**src/rtl/bits_pack_if.sv**
```systemverilog
// Field-in / word-out bus of the bits_pack packer.
// The producer of fields is the master; the packer is the slave.
interface bits_pack_if;
  logic        pushin;
  logic [3:0]  lenin;
  logic [14:0] datain;
  logic        flushin;
  logic        readyout;
  logic        pushout;
  logic [31:0] dataout;
  logic [5:0]  validbits;

  modport master (
    output pushin, lenin, datain, flushin,
    input  readyout, pushout, dataout, validbits
  );

  modport slave (
    input  pushin, lenin, datain, flushin,
    output readyout, pushout, dataout, validbits
  );
endinterface

```
**src/rtl/bits_pack.sv**
```systemverilog
// Variable-length bit packer: 0-15 bit fields are concatenated LSB-first into
// 32-bit words; a flush drains the partial word zero-padded.
module bits_pack (
  input  logic        clk,
  input  logic        rst_n,
  bits_pack_if.slave  bus
);

  typedef enum logic [0:0] {RUN = 1'b0, TAIL = 1'b1} state_e;

  state_e      state_q, state_d;
  logic [46:0] acc_q, acc_d;
  logic [5:0]  cnt_q, cnt_d;
  logic        pushout_q, pushout_d;
  logic [31:0] dataout_q, dataout_d;
  logic [5:0]  validbits_q, validbits_d;
  logic        readyout_q, readyout_d;

  logic [3:0]  len_s;
  logic [14:0] mask_s;
  logic [46:0] merged_s;
  logic [5:0]  n_s;

  // Merge an accepted field into the accumulator above the pending bits.
  always_comb begin
    if (bus.pushin && (state_q == RUN)) begin
      len_s = bus.lenin;
    end else begin
      len_s = 4'd0;
    end
    mask_s   = 15'((16'd1 << len_s) - 16'd1);
    merged_s = acc_q | ({32'd0, bus.datain & mask_s} << cnt_q);
    n_s      = cnt_q + {2'b00, len_s};
  end

  // Next-state, word emission and readiness.
  always_comb begin
    state_d     = state_q;
    acc_d       = acc_q;
    cnt_d       = cnt_q;
    pushout_d   = 1'b0;
    dataout_d   = dataout_q;
    validbits_d = validbits_q;
    case (state_q)
      RUN: begin
        if (bus.flushin) begin
          if (n_s == 6'd0) begin
            acc_d = 47'd0;
            cnt_d = 6'd0;
          end else if (n_s <= 6'd32) begin
            // Bits above n are already zero, so the word is padded for free.
            pushout_d   = 1'b1;
            dataout_d   = merged_s[31:0];
            validbits_d = n_s;
            acc_d       = 47'd0;
            cnt_d       = 6'd0;
          end else begin
            pushout_d   = 1'b1;
            dataout_d   = merged_s[31:0];
            validbits_d = 6'd32;
            acc_d       = merged_s >> 32;
            cnt_d       = n_s - 6'd32;
            state_d     = TAIL;
          end
        end else if (n_s >= 6'd32) begin
          pushout_d   = 1'b1;
          dataout_d   = merged_s[31:0];
          validbits_d = 6'd32;
          acc_d       = merged_s >> 32;
          cnt_d       = n_s - 6'd32;
        end else begin
          acc_d = merged_s;
          cnt_d = n_s;
        end
      end
      TAIL: begin
        pushout_d   = 1'b1;
        dataout_d   = acc_q[31:0];
        validbits_d = cnt_q;
        acc_d       = 47'd0;
        cnt_d       = 6'd0;
        state_d     = RUN;
      end
      default: begin
        acc_d   = 47'd0;
        cnt_d   = 6'd0;
        state_d = RUN;
      end
    endcase
    readyout_d = (state_d == RUN);
  end

  // State and output registers.
  always_ff @(posedge clk or negedge rst_n) begin
    if (!rst_n) begin
      state_q     <= RUN;
      acc_q       <= 47'd0;
      cnt_q       <= 6'd0;
      pushout_q   <= 1'b0;
      dataout_q   <= 32'd0;
      validbits_q <= 6'd0;
      readyout_q  <= 1'b1;
    end else begin
      state_q     <= state_d;
      acc_q       <= acc_d;
      cnt_q       <= cnt_d;
      pushout_q   <= pushout_d;
      dataout_q   <= dataout_d;
      validbits_q <= validbits_d;
      readyout_q  <= readyout_d;
    end
  end

  assign bus.pushout   = pushout_q;
  assign bus.dataout   = dataout_q;
  assign bus.validbits = validbits_q;
  assign bus.readyout  = readyout_q;

endmodule

```
**src/flat_wrapper.sv**
```systemverilog
// flat-port wrapper written by rule: the top's interface ports become plain ports
module bits_pack_flat 
  (clk, rst_n, bus_pushin, bus_lenin, bus_datain, bus_flushin, bus_readyout, bus_pushout, bus_dataout, bus_validbits);
  bits_pack_if bus_i ();
  input  logic clk;
  input  logic rst_n;
  input wire logic [$bits(bus_i.pushin)-1:0] bus_pushin;
  input wire logic [$bits(bus_i.lenin)-1:0] bus_lenin;
  input wire logic [$bits(bus_i.datain)-1:0] bus_datain;
  input wire logic [$bits(bus_i.flushin)-1:0] bus_flushin;
  output wire logic [$bits(bus_i.readyout)-1:0] bus_readyout;
  output wire logic [$bits(bus_i.pushout)-1:0] bus_pushout;
  output wire logic [$bits(bus_i.dataout)-1:0] bus_dataout;
  output wire logic [$bits(bus_i.validbits)-1:0] bus_validbits;
  assign bus_i.pushin = bus_pushin;
  assign bus_i.lenin = bus_lenin;
  assign bus_i.datain = bus_datain;
  assign bus_i.flushin = bus_flushin;
  assign bus_readyout = bus_i.readyout;
  assign bus_pushout = bus_i.pushout;
  assign bus_dataout = bus_i.dataout;
  assign bus_validbits = bus_i.validbits;
  bits_pack u_core (.clk(clk), .rst_n(rst_n), .bus(bus_i));
endmodule
```
**config.mk**
```make
export PLATFORM = sky130hd
export DESIGN_NAME = bits_pack_flat
export DESIGN_NICKNAME = d
export VERILOG_FILES = /design/src/rtl/bits_pack_if.sv /design/src/rtl/bits_pack.sv /design/src/flat_wrapper.sv
export SDC_FILE = /design/constraint.sdc
export NUM_CORES = 1
export LEC_CHECK = 0
export ABC_AREA = 1
export ABC_CLOCK_PERIOD_IN_PS = 3900
export CORE_ASPECT_RATIO = 1.2
export CORE_MARGIN = 2
export CORE_UTILIZATION = 31
export DETAILED_ROUTE_END_ITERATION = 7
export DONT_BUFFER_PORTS = 1
export GPL_TIMING_DRIVEN = 0
export PLACE_DENSITY = 0.42
export SETUP_SLACK_MARGIN = 0.3
export SYNTH_ARGS = -nofsm -noshare
export SYNTH_HDL_FRONTEND = slang
export SYNTH_SLANG_ARGS = --single-unit
export TNS_END_PERCENT = 100
```
**constraint.sdc**
```tcl
create_clock -name clk -period 3.9 [get_ports clk]
set_input_delay 1.17 -clock clk [delete_from_list [all_inputs] [get_ports clk]]
set_output_delay 1.17 -clock clk [all_outputs]
set_load 0.05 [all_outputs]
```
# After elaboration in Yosys (flattened, before gate mapping)
# Index checks and enable logic that the tools add are counted.
# totals
ff_bits	94
wordCells	51
# classes
n_addsub	3
order_cmp	2
eq_ne	2
shifts	2
mux	28
bitwise	4
reduce_logical	3
# ops
operator	count
47-bit 2-to-1 mux	3
32-bit 2-to-1 mux	3
47-bit one-hot mux with 2 select lines	1
32-bit one-hot mux with 2 select lines	1
6-bit 2-to-1 mux	8
47-bit bitwise OR	1
15-bit by 6-bit << shifter with 47-bit output	1
6-bit one-hot mux with 2 select lines	2
15-bit bitwise AND	1
15-bit 2-to-1 mux	1
1-bit by 4-bit << shifter with 15-bit output (first input constant)	1
15-bit by 1-bit subtractor with 15-bit output (second input constant)	1
6-bit by 4-bit adder with 6-bit output	1
6-bit >= comparator (second input constant)	1
6-bit <= comparator (second input constant)	1
6-bit logical NOT	1
1-bit 2-to-1 mux	6
3-bit != test (second input constant)	2
6-bit subtractor (second input constant)	1
4-bit 2-to-1 mux	1
1-bit one-hot mux with 2 select lines	2
1-bit inverter	2
2-bit AND reduction	1
1-bit logical AND	1

# Depth between registers and ports, before layout
# Gate-level depths: netlist of run 1.
# logic_depth
depth_word	12
ltp_mapped	21

# Least setup slack after synthesis of run 1
# OpenSTA, ideal clock, no wires.
# synth_path
path_kind	input-to-reg
from	in bus_lenin[0]
to	reg u_core.dataout_q[10] (netlist: u_core.bus.dataout[10])
arrival_ps	3218
required_ps	3777
setup_slack_ps	560
path_stages	14
n_path_buf	1
cell_sequence	inv_1 nor2_1 ha_1 fa_1 a21oi_1 o21ai_1 xor2_1 nor4_1 nand4_1 nand2_8 inv_4 buf_6 nor2_1 a21oi_1
# synth_via
elab_chain_cells	9
elab_cells_between_ends	16
classes_between	add/sub: 2; order compare: 1; eq/ne: 2; shift: 2; mux: 5; bitwise: 2; reduce/logical: 2
# synth_rtl
element	line_no	source
start, declared	flat_wrapper.sv:8	input wire logic [$bits(bus_i.lenin)-1:0] bus_lenin;
4-bit 2-to-1 mux (*)	bits_pack.sv:26	if (bus.pushin && (state_q == RUN)) begin
1-bit by 4-bit << shifter with 15-bit output	bits_pack.sv:31	mask_s = 15'((16'd1 << len_s) - 16'd1);
15-bit by 1-bit subtractor with 15-bit output	bits_pack.sv:31	
15-bit bitwise AND	bits_pack.sv:32	merged_s = acc_q | ({32'd0, bus.datain & mask_s} << cnt_q);
15-bit by 6-bit << shifter with 47-bit output	bits_pack.sv:32	
47-bit bitwise OR	bits_pack.sv:32	
32-bit 2-to-1 mux (on tied branches)	bits_pack.sv:65, bits_pack.sv:47	
32-bit 2-to-1 mux	bits_pack.sv:46	if (bus.flushin) begin
32-bit one-hot mux with 2 select lines	bits_pack.sv:44	case (state_q)
end signal, assigned	bits_pack.sv:108	dataout_q <= dataout_d;
end, declared	bits_pack.sv:15	logic [31:0] dataout_q, dataout_d;
# Every way passes the cells marked *; elsewhere a longest branch is shown, timed or not. The select of a mux whose other input is x is not followed.
# A chain may end at the register's enable or synchronous reset.

# Worst setup path in the final report of run 1
# layout_path
from	in bus_lenin[0]
to	reg u_core.validbits_q[0] (netlist: u_core.bus.validbits[0])
# layout_via
elab_chain_cells	7
elab_cells_between_ends	12
classes_between	add/sub: 1; order compare: 2; eq/ne: 2; mux: 5; reduce/logical: 2
# layout_rtl
element	line_no	source
4-bit 2-to-1 mux (*)	bits_pack.sv:26	
6-bit by 4-bit adder with 6-bit output (*)	bits_pack.sv:33	n_s = cnt_q + {2'b00, len_s};
6-bit <= comparator	bits_pack.sv:50	end else if (n_s <= 6'd32) begin
6-bit 2-to-1 mux	bits_pack.sv:50	
6-bit 2-to-1 mux	bits_pack.sv:47	if (n_s == 6'd0) begin
6-bit 2-to-1 mux	bits_pack.sv:46	
6-bit one-hot mux with 2 select lines	bits_pack.sv:44	
end signal, assigned	bits_pack.sv:109	validbits_q <= validbits_d;
end, declared	bits_pack.sv:16	logic [5:0] validbits_q, validbits_d;
# Marks and branches as above.

==> out/qor.csv, run 1 <==
metric,value,unit
outcome,"complete, no violations",
"CTS clk-pin slew, worst paths",0.08,ns
syn_nets,867,
worst-margin pin slew,0.640,ns
synthesized cell area,5870,um^2
most frequent cells in the layout,"nand2_1, nand3_1, dfrtp_1",
Adder-Cell Fraction of Synth Area,1.41,%
drt via density,5.04,
unique cell type count in the Yosys netlist,45,
"most common cell after layout, fill and taps aside",nand2_1,
crit-path cells,"inv_1, nor2_1, ha_1, fa_1, a21oi_1, o21ai_1, xor2_1, nor4_2, nand2_1, nand2_1, inv_1, nor2_4, clkinv_2, o221ai_1",
synth warn,0,
post-route setup TNS,0,ns
largest family of logic cells by synthesized area,simple AND/OR/NAND/NOR gates,
peak supply drop,0.000378,V
global-route wire length before repair,33400,um
share of layout cells above drive strength 1,7.85,%
leak pwr,3.34,nW
Syn Inst Count,838,
CTS Buf Count,9,
Via Count,5599,
NumNets Final,878,
CTS max path bufs,2,
GRT Overall Usage,22.2,%
Area growth syn-to-layout,11.6,%
Inserted Diodes,0,
Post-DP HPWL,16900,um
PortBufs,0,
post-CTS setup buffer count,0,
Area contributors post-synth,"dfrtp_1, nand2_1, nand3_1, nor2_1, inv_1",
Iteration-0 DRC Markers,337,
"FF+latch count, synth",94,
Crit. End Element,flop,
Max Clock Freq,295,MHz
DRC Markers,0,
fin crit share,86.8,%
grt ovf,0,
Post-Syn Area per Cell,7.01,um^2
clock latency at the later pin of the worst-skew pair,0.35,ns
CTS root buf,clkbuf_16,
multiplexer share of the synthesized area,0,%
CP peak stage delay,0.43,ns
clk_skew,0.0159,ns
gpl congestion,0.911,
Startpoint Class,primary input,
compound-cell area share of the yosys netlist,10.7,%
CP arrival,3.64,ns
Pwr Density,811,nW/um^2
Wirelength per Cell,19.2,um
Worst Hold Class,primary input to async pin,
max-cap check violation count,0,
post-synth top area cell,dfrtp_1,
Internal,0.00253,W
Clock power frac,19.5,%
Chip Width,130,um
Die Area,20100,um^2
Gate power share,43.3,%
switching part of the total,52.4,%
Sw Pwr,0.00279,W
"EDFF count, synth",0,
IO Pins,63,
CP max-delay cell,fa_1,
Placement Rows,55,
fin. max-slew vios,0,
total power,0.00532,W
ANT nets after route,0,
Seq pwr share,37.2,%
Setup CP Type,primary input to flop,
Slew HR,57.4,%
sequential share of the synthesized area,40.1,%
final WL,21400,um
H-tree depth,3,
unrepaired setup endpoints after global routing,false,
placed cell count,1094,
post-synth top area share,39.6,%
Period minus WS final,3.39,ns
Final setup viols,0,
XOR/XNOR Fraction of Synth Area,0.575,%
vias in the first global route,5763,
# clock sinks,94,
initial antenna violation count,0,
required time of the critical path,4.15,ns
final core occ,35.0,%
Std-Cell Core Area,18700,um^2
Simple-Gate Fraction of Synth Area,37.6,%
die height,155,um
Final Non-Filler Cells,1110,
CP Max Fanout,10,
fraction of registers with async set/reset,100,%
ys flop type,dfrtp_1,
drt pass-1 iters,7,
Final Hold Vio Count,0,
Starting Density,31.4,%
largest net degree at the start of global routing,95,
CTS tree,built,
-- cells in the mapped netlist, drive strengths merged (3+ instances only) --
library cell  number
o221ai             4
clkinv             3
a21oi             59
a31oi              4
nor2              97
nand3            132
buf               21
clkbuf            17
xor2               3
nand4             24
o21ai             36
or2                3
o21bai             5
ha                 5
inv               94
nor3               3
nand2            224
o211ai             5
dfrtp             93
-- per-stage QoR --
stage | hold slack [ns] | worst slack (ns) | area, um^2
6_report | 0.505 | 0.515 | 6560
4_1_cts | 0.491 | 0.336 | 6540
3_3_place_gp | 0.510 | -0.151 | 6190
2_1_floorplan | 0.494 | 0.560 | 5870
3_5_place_dp | 0.511 | -0.184 | 6190
5_1_grt | 0.488 | 0.301 | 6560
-- registers in the layout (all words and copies together) (netlist names) --
register,flops
u_core.acc_q,47
u_core.bus.dataout,32
u_core.bus.pushout,1
u_core.bus.readyout,1
u_core.bus.validbits,6
u_core.cnt_q,6
u_core.state_q,1
-- power by group through the flow --
| stage | Sequential (W) | Clock (W) | Combinational (W) |
|---|---|---|---|
| CTS | 0.00199 | 0.00107 | 0.00231 |
| floorplan | 0.00195 | 0 | 0.00160 |
| global placement | 0.00200 | 0 | 0.00228 |
| detailed placement | 0.00201 | 0 | 0.00229 |
| finish | 0.00198 | 0.00104 | 0.00230 |
| global route | 0.00202 | 0.00111 | 0.00259 |
-- repair_timing --
action                     4_1_cts  5_1_grt
pin swaps                        0        0
hold buffers                     0        0
setup endpoints to repair        9       35
gates resized for setup          1        4
-- cell families (layout without fill, tap and decap cells) --
group	after synthesis	count (layout)
and+or+nand+nor	485	485
buffers and inverters	135	151
other	1	1
xor gates and xnor gates	3	3
AOI/OAI and AO/OA	114	114
DFF	94	94
adders and majority gates	6	6
-- worst max-delay path: cells and delay by family --
kind	cells	cell delay, ns
buffers and inverters	3	0.45
XOR/XNOR	1	0.19
adder cells (fa/ha/maj)	2	0.65
AND/OR/NAND/NOR	5	0.71
AO/OA/AOI/OAI	3	0.45
-- cell type report --
class                           count  area [um^2]
Fill cell                        2084        12200
Multi-Input combinational cell    609         2970
Sequential cell                    94         2350
Inverter                           97          374
Tap cell                          256          320
Clock buffer                       10          229
Buffer                             38          193
Clock inverter                      6          115
-- path summary, 6_finish.rpt --
check	slack, ns	from	endpoint	cells past startpoint
setup / recovery	0.51	bus_lenin[0]	u_core.bus.validbits[0]$_DFFE_PN0P_	14
hold / removal	0.51	rst_n	u_core.bus.dataout[8]$_DFFE_PN0P_	0
setup reg to reg	0.72	u_core.state_q$_DFF_PN0_	u_core.bus.dataout[22]$_DFFE_PN0P_	20
hold reg to reg	0.52	u_core.acc_q[46]$_DFF_PN0_	u_core.acc_q[46]$_DFF_PN0_	2
max in group asynchronous	3.19	rst_n	u_core.bus.readyout$_DFF_PN1_	0
min in group clk	0.52	u_core.acc_q[46]$_DFF_PN0_	u_core.acc_q[46]$_DFF_PN0_	2
-- layer usage --
layer	global-route usage, %	wire length, um
met5	0	0
met4	5.68	399
met3	2.91	767
met2	38.9	10600
met1	28.7	9590
Power figures use the tool's default switching activity.
==> inputs of run 2 (changes only) <==
--- a/config.mk
+++ b/config.mk
@@ -8,7 +8,7 @@
 export ABC_AREA = 1
 export ABC_CLOCK_PERIOD_IN_PS = 3900
 export CORE_ASPECT_RATIO = 1.2
-export CORE_MARGIN = 2
+export CORE_MARGIN = 5
 export CORE_UTILIZATION = 31
 export DETAILED_ROUTE_END_ITERATION = 7
 export DONT_BUFFER_PORTS = 1
==> run 2 against run 1 <==
Cell area down 0.53%. Non-clock buffer count unchanged. Flip-flop and latch count unchanged. Clock power shrank 8%. Via count down 0.30%. Final cell count is the same. Sequential power barely moved. Global-route usage fell by 2.2 points. Clock skew shrank 0.0034 ns. First-iteration DRC count up 8.6%. Largest power group unchanged.
==> out/qor.csv, run 2 (synthesis results as in run 1) <==
metric,value,unit
initial antenna violation count,0,
"most common cell after layout, fill and taps aside",nand2_1,
Area growth syn-to-layout,11.0,%
CTS root buf,clkbuf_16,
die height,161,um
Chip Width,136,um
NumNets Final,878,
vias in the first global route,5665,
Final Hold Vio Count,0,
PortBufs,0,
Wirelength per Cell,19.1,um
Post-DP HPWL,16800,um
unrepaired setup endpoints after global routing,true,
grt ovf,0,
required time of the critical path,4.18,ns
clock latency at the later pin of the worst-skew pair,0.36,ns
Std-Cell Core Area,18800,um^2
final WL,21200,um
Placement Rows,55,
Die Area,21800,um^2
Via Count,5582,
Crit. End Element,flop,
Final setup viols,0,
drt via density,5.03,
Inserted Diodes,0,
leak pwr,3.33,nW
max-cap check violation count,0,
final setup margin,0.487,ns
"Design Area, Final",6520,um^2
drt pass-1 iters,5,
outcome,"complete, no violations",
clk_skew,0.0125,ns
CP arrival,3.69,ns
fin crit share,87.5,%
post-CTS setup buffer count,0,
total power,0.00523,W
"CTS clk-pin slew, worst paths",0.07,ns
register bank with the most flops,u_core.acc_q,
worst-margin pin slew,0.652,ns
CTS tree,built,
IO Pins,63,
CTS Buf Count,9,
# clock sinks,94,
hold_ws,0.505,ns
Worst Hold Class,primary input to async pin,
share of layout cells above drive strength 1,7.85,%
Setup CP Type,primary input to flop,
most frequent cells in the layout,"nand2_1, nand3_1, dfrtp_1",
gpl congestion,0.950,
GRT Overall Usage,20.0,%
Max Clock Freq,293,MHz
ANT nets after route,0,
largest net degree at the start of global routing,95,
Slew HR,56.5,%
CTS max path bufs,2,
DP Worst Slack,-0.145,ns
peak supply drop,0.000328,V
Starting Density,31.3,%
H-tree depth,3,
fin. max-slew vios,0,
CP Max Fanout,10,
Iteration-0 DRC Markers,366,
Period minus WS final,3.41,ns
Startpoint Class,primary input,
max reg flops,47,
placed cell area,6190,um^2
DRC Markers,0,
global-route wire length before repair,33200,um
Pwr Density,803,nW/um^2
cts hold-fix bufs,0,
FF-to-FF path depth,15,
final core occ,34.7,%
-- run 2: cell types whose count changed in the layout (fill, tap and decap cells not counted), sizes merged --
cell    change
inv         +3
bufinv      -2
clkinv      -1
-- run 2: cell type report --
type	instances	area [um^2]
clock inverters	6	75.1
plain buffers	38	193
multi-input cells	609	2970
inverters	97	375
fillers	2025	12300
well taps	256	320
flip-flops and latches	94	2350
clock buffers	10	239
-- run 2: metal layers --
layer	global-route usage, %	share of wire, %
met1	25.1	43
met2	33.8	49
met3	3.73	4.2
met5	0	0
met4	7.75	3.7
-- run 2: repair_timing --
| action | 4_1_cts | 5_1_grt |
|---|---|---|
| gates resized for setup | 1 | 4 |
| cloned | 0 | 0 |
| endpoints found under the setup margin | 8 | 17 |
-- run 2: through the flow --
step           instances  TNS, ns
6_report            1110        0
5_1_grt             1110        0
4_1_cts             1110        0
3_5_place_dp        1094   -0.922
3_3_place_gp        1094   -0.635
2_1_floorplan        838        0
-- run 2: path summary, 6_finish.rpt --
path	startpoint	endpoint	slack, ns
max in group asynchronous	rst_n	u_core.bus.readyout$_DFF_PN1_	3.20
setup reg to reg	u_core.state_q$_DFF_PN0_	u_core.bus.dataout[22]$_DFFE_PN0P_	0.66
setup / recovery	bus_lenin[0]	u_core.bus.dataout[22]$_DFFE_PN0P_	0.49
hold / removal	rst_n	u_core.acc_q[7]$_DFF_PN0_	0.51
min in group clk	u_core.acc_q[46]$_DFF_PN0_	u_core.acc_q[46]$_DFF_PN0_	0.52
hold reg to reg	u_core.acc_q[46]$_DFF_PN0_	u_core.acc_q[46]$_DFF_PN0_	0.52
-- run 2: power breakdown --
part / switching (W) / leakage [nW] / total [W] / internal (W)
clock network: 0.000427 / 0.152 / 0.000954 / 0.000527
logic: 0.00165 / 1.93 / 0.00230 / 0.000651
registers: 0.000735 / 1.25 / 0.00198 / 0.00125
total: 0.00281 / 3.33 / 0.00523 / 0.00242
-- run 2: critical path: stages --
cell and delay (ns):
inv_1 0.09, nor2_1 0.08, ha_1 0.21, fa_1 0.43, a21oi_1 0.15, o21ai_1 0.08
xor2_1 0.18, nor4_1 0.31, nand4_1 0.29, nand2_8 0.22, clkbuf_4 0.29, nand2_1 0.08
o21ai_1 0.09
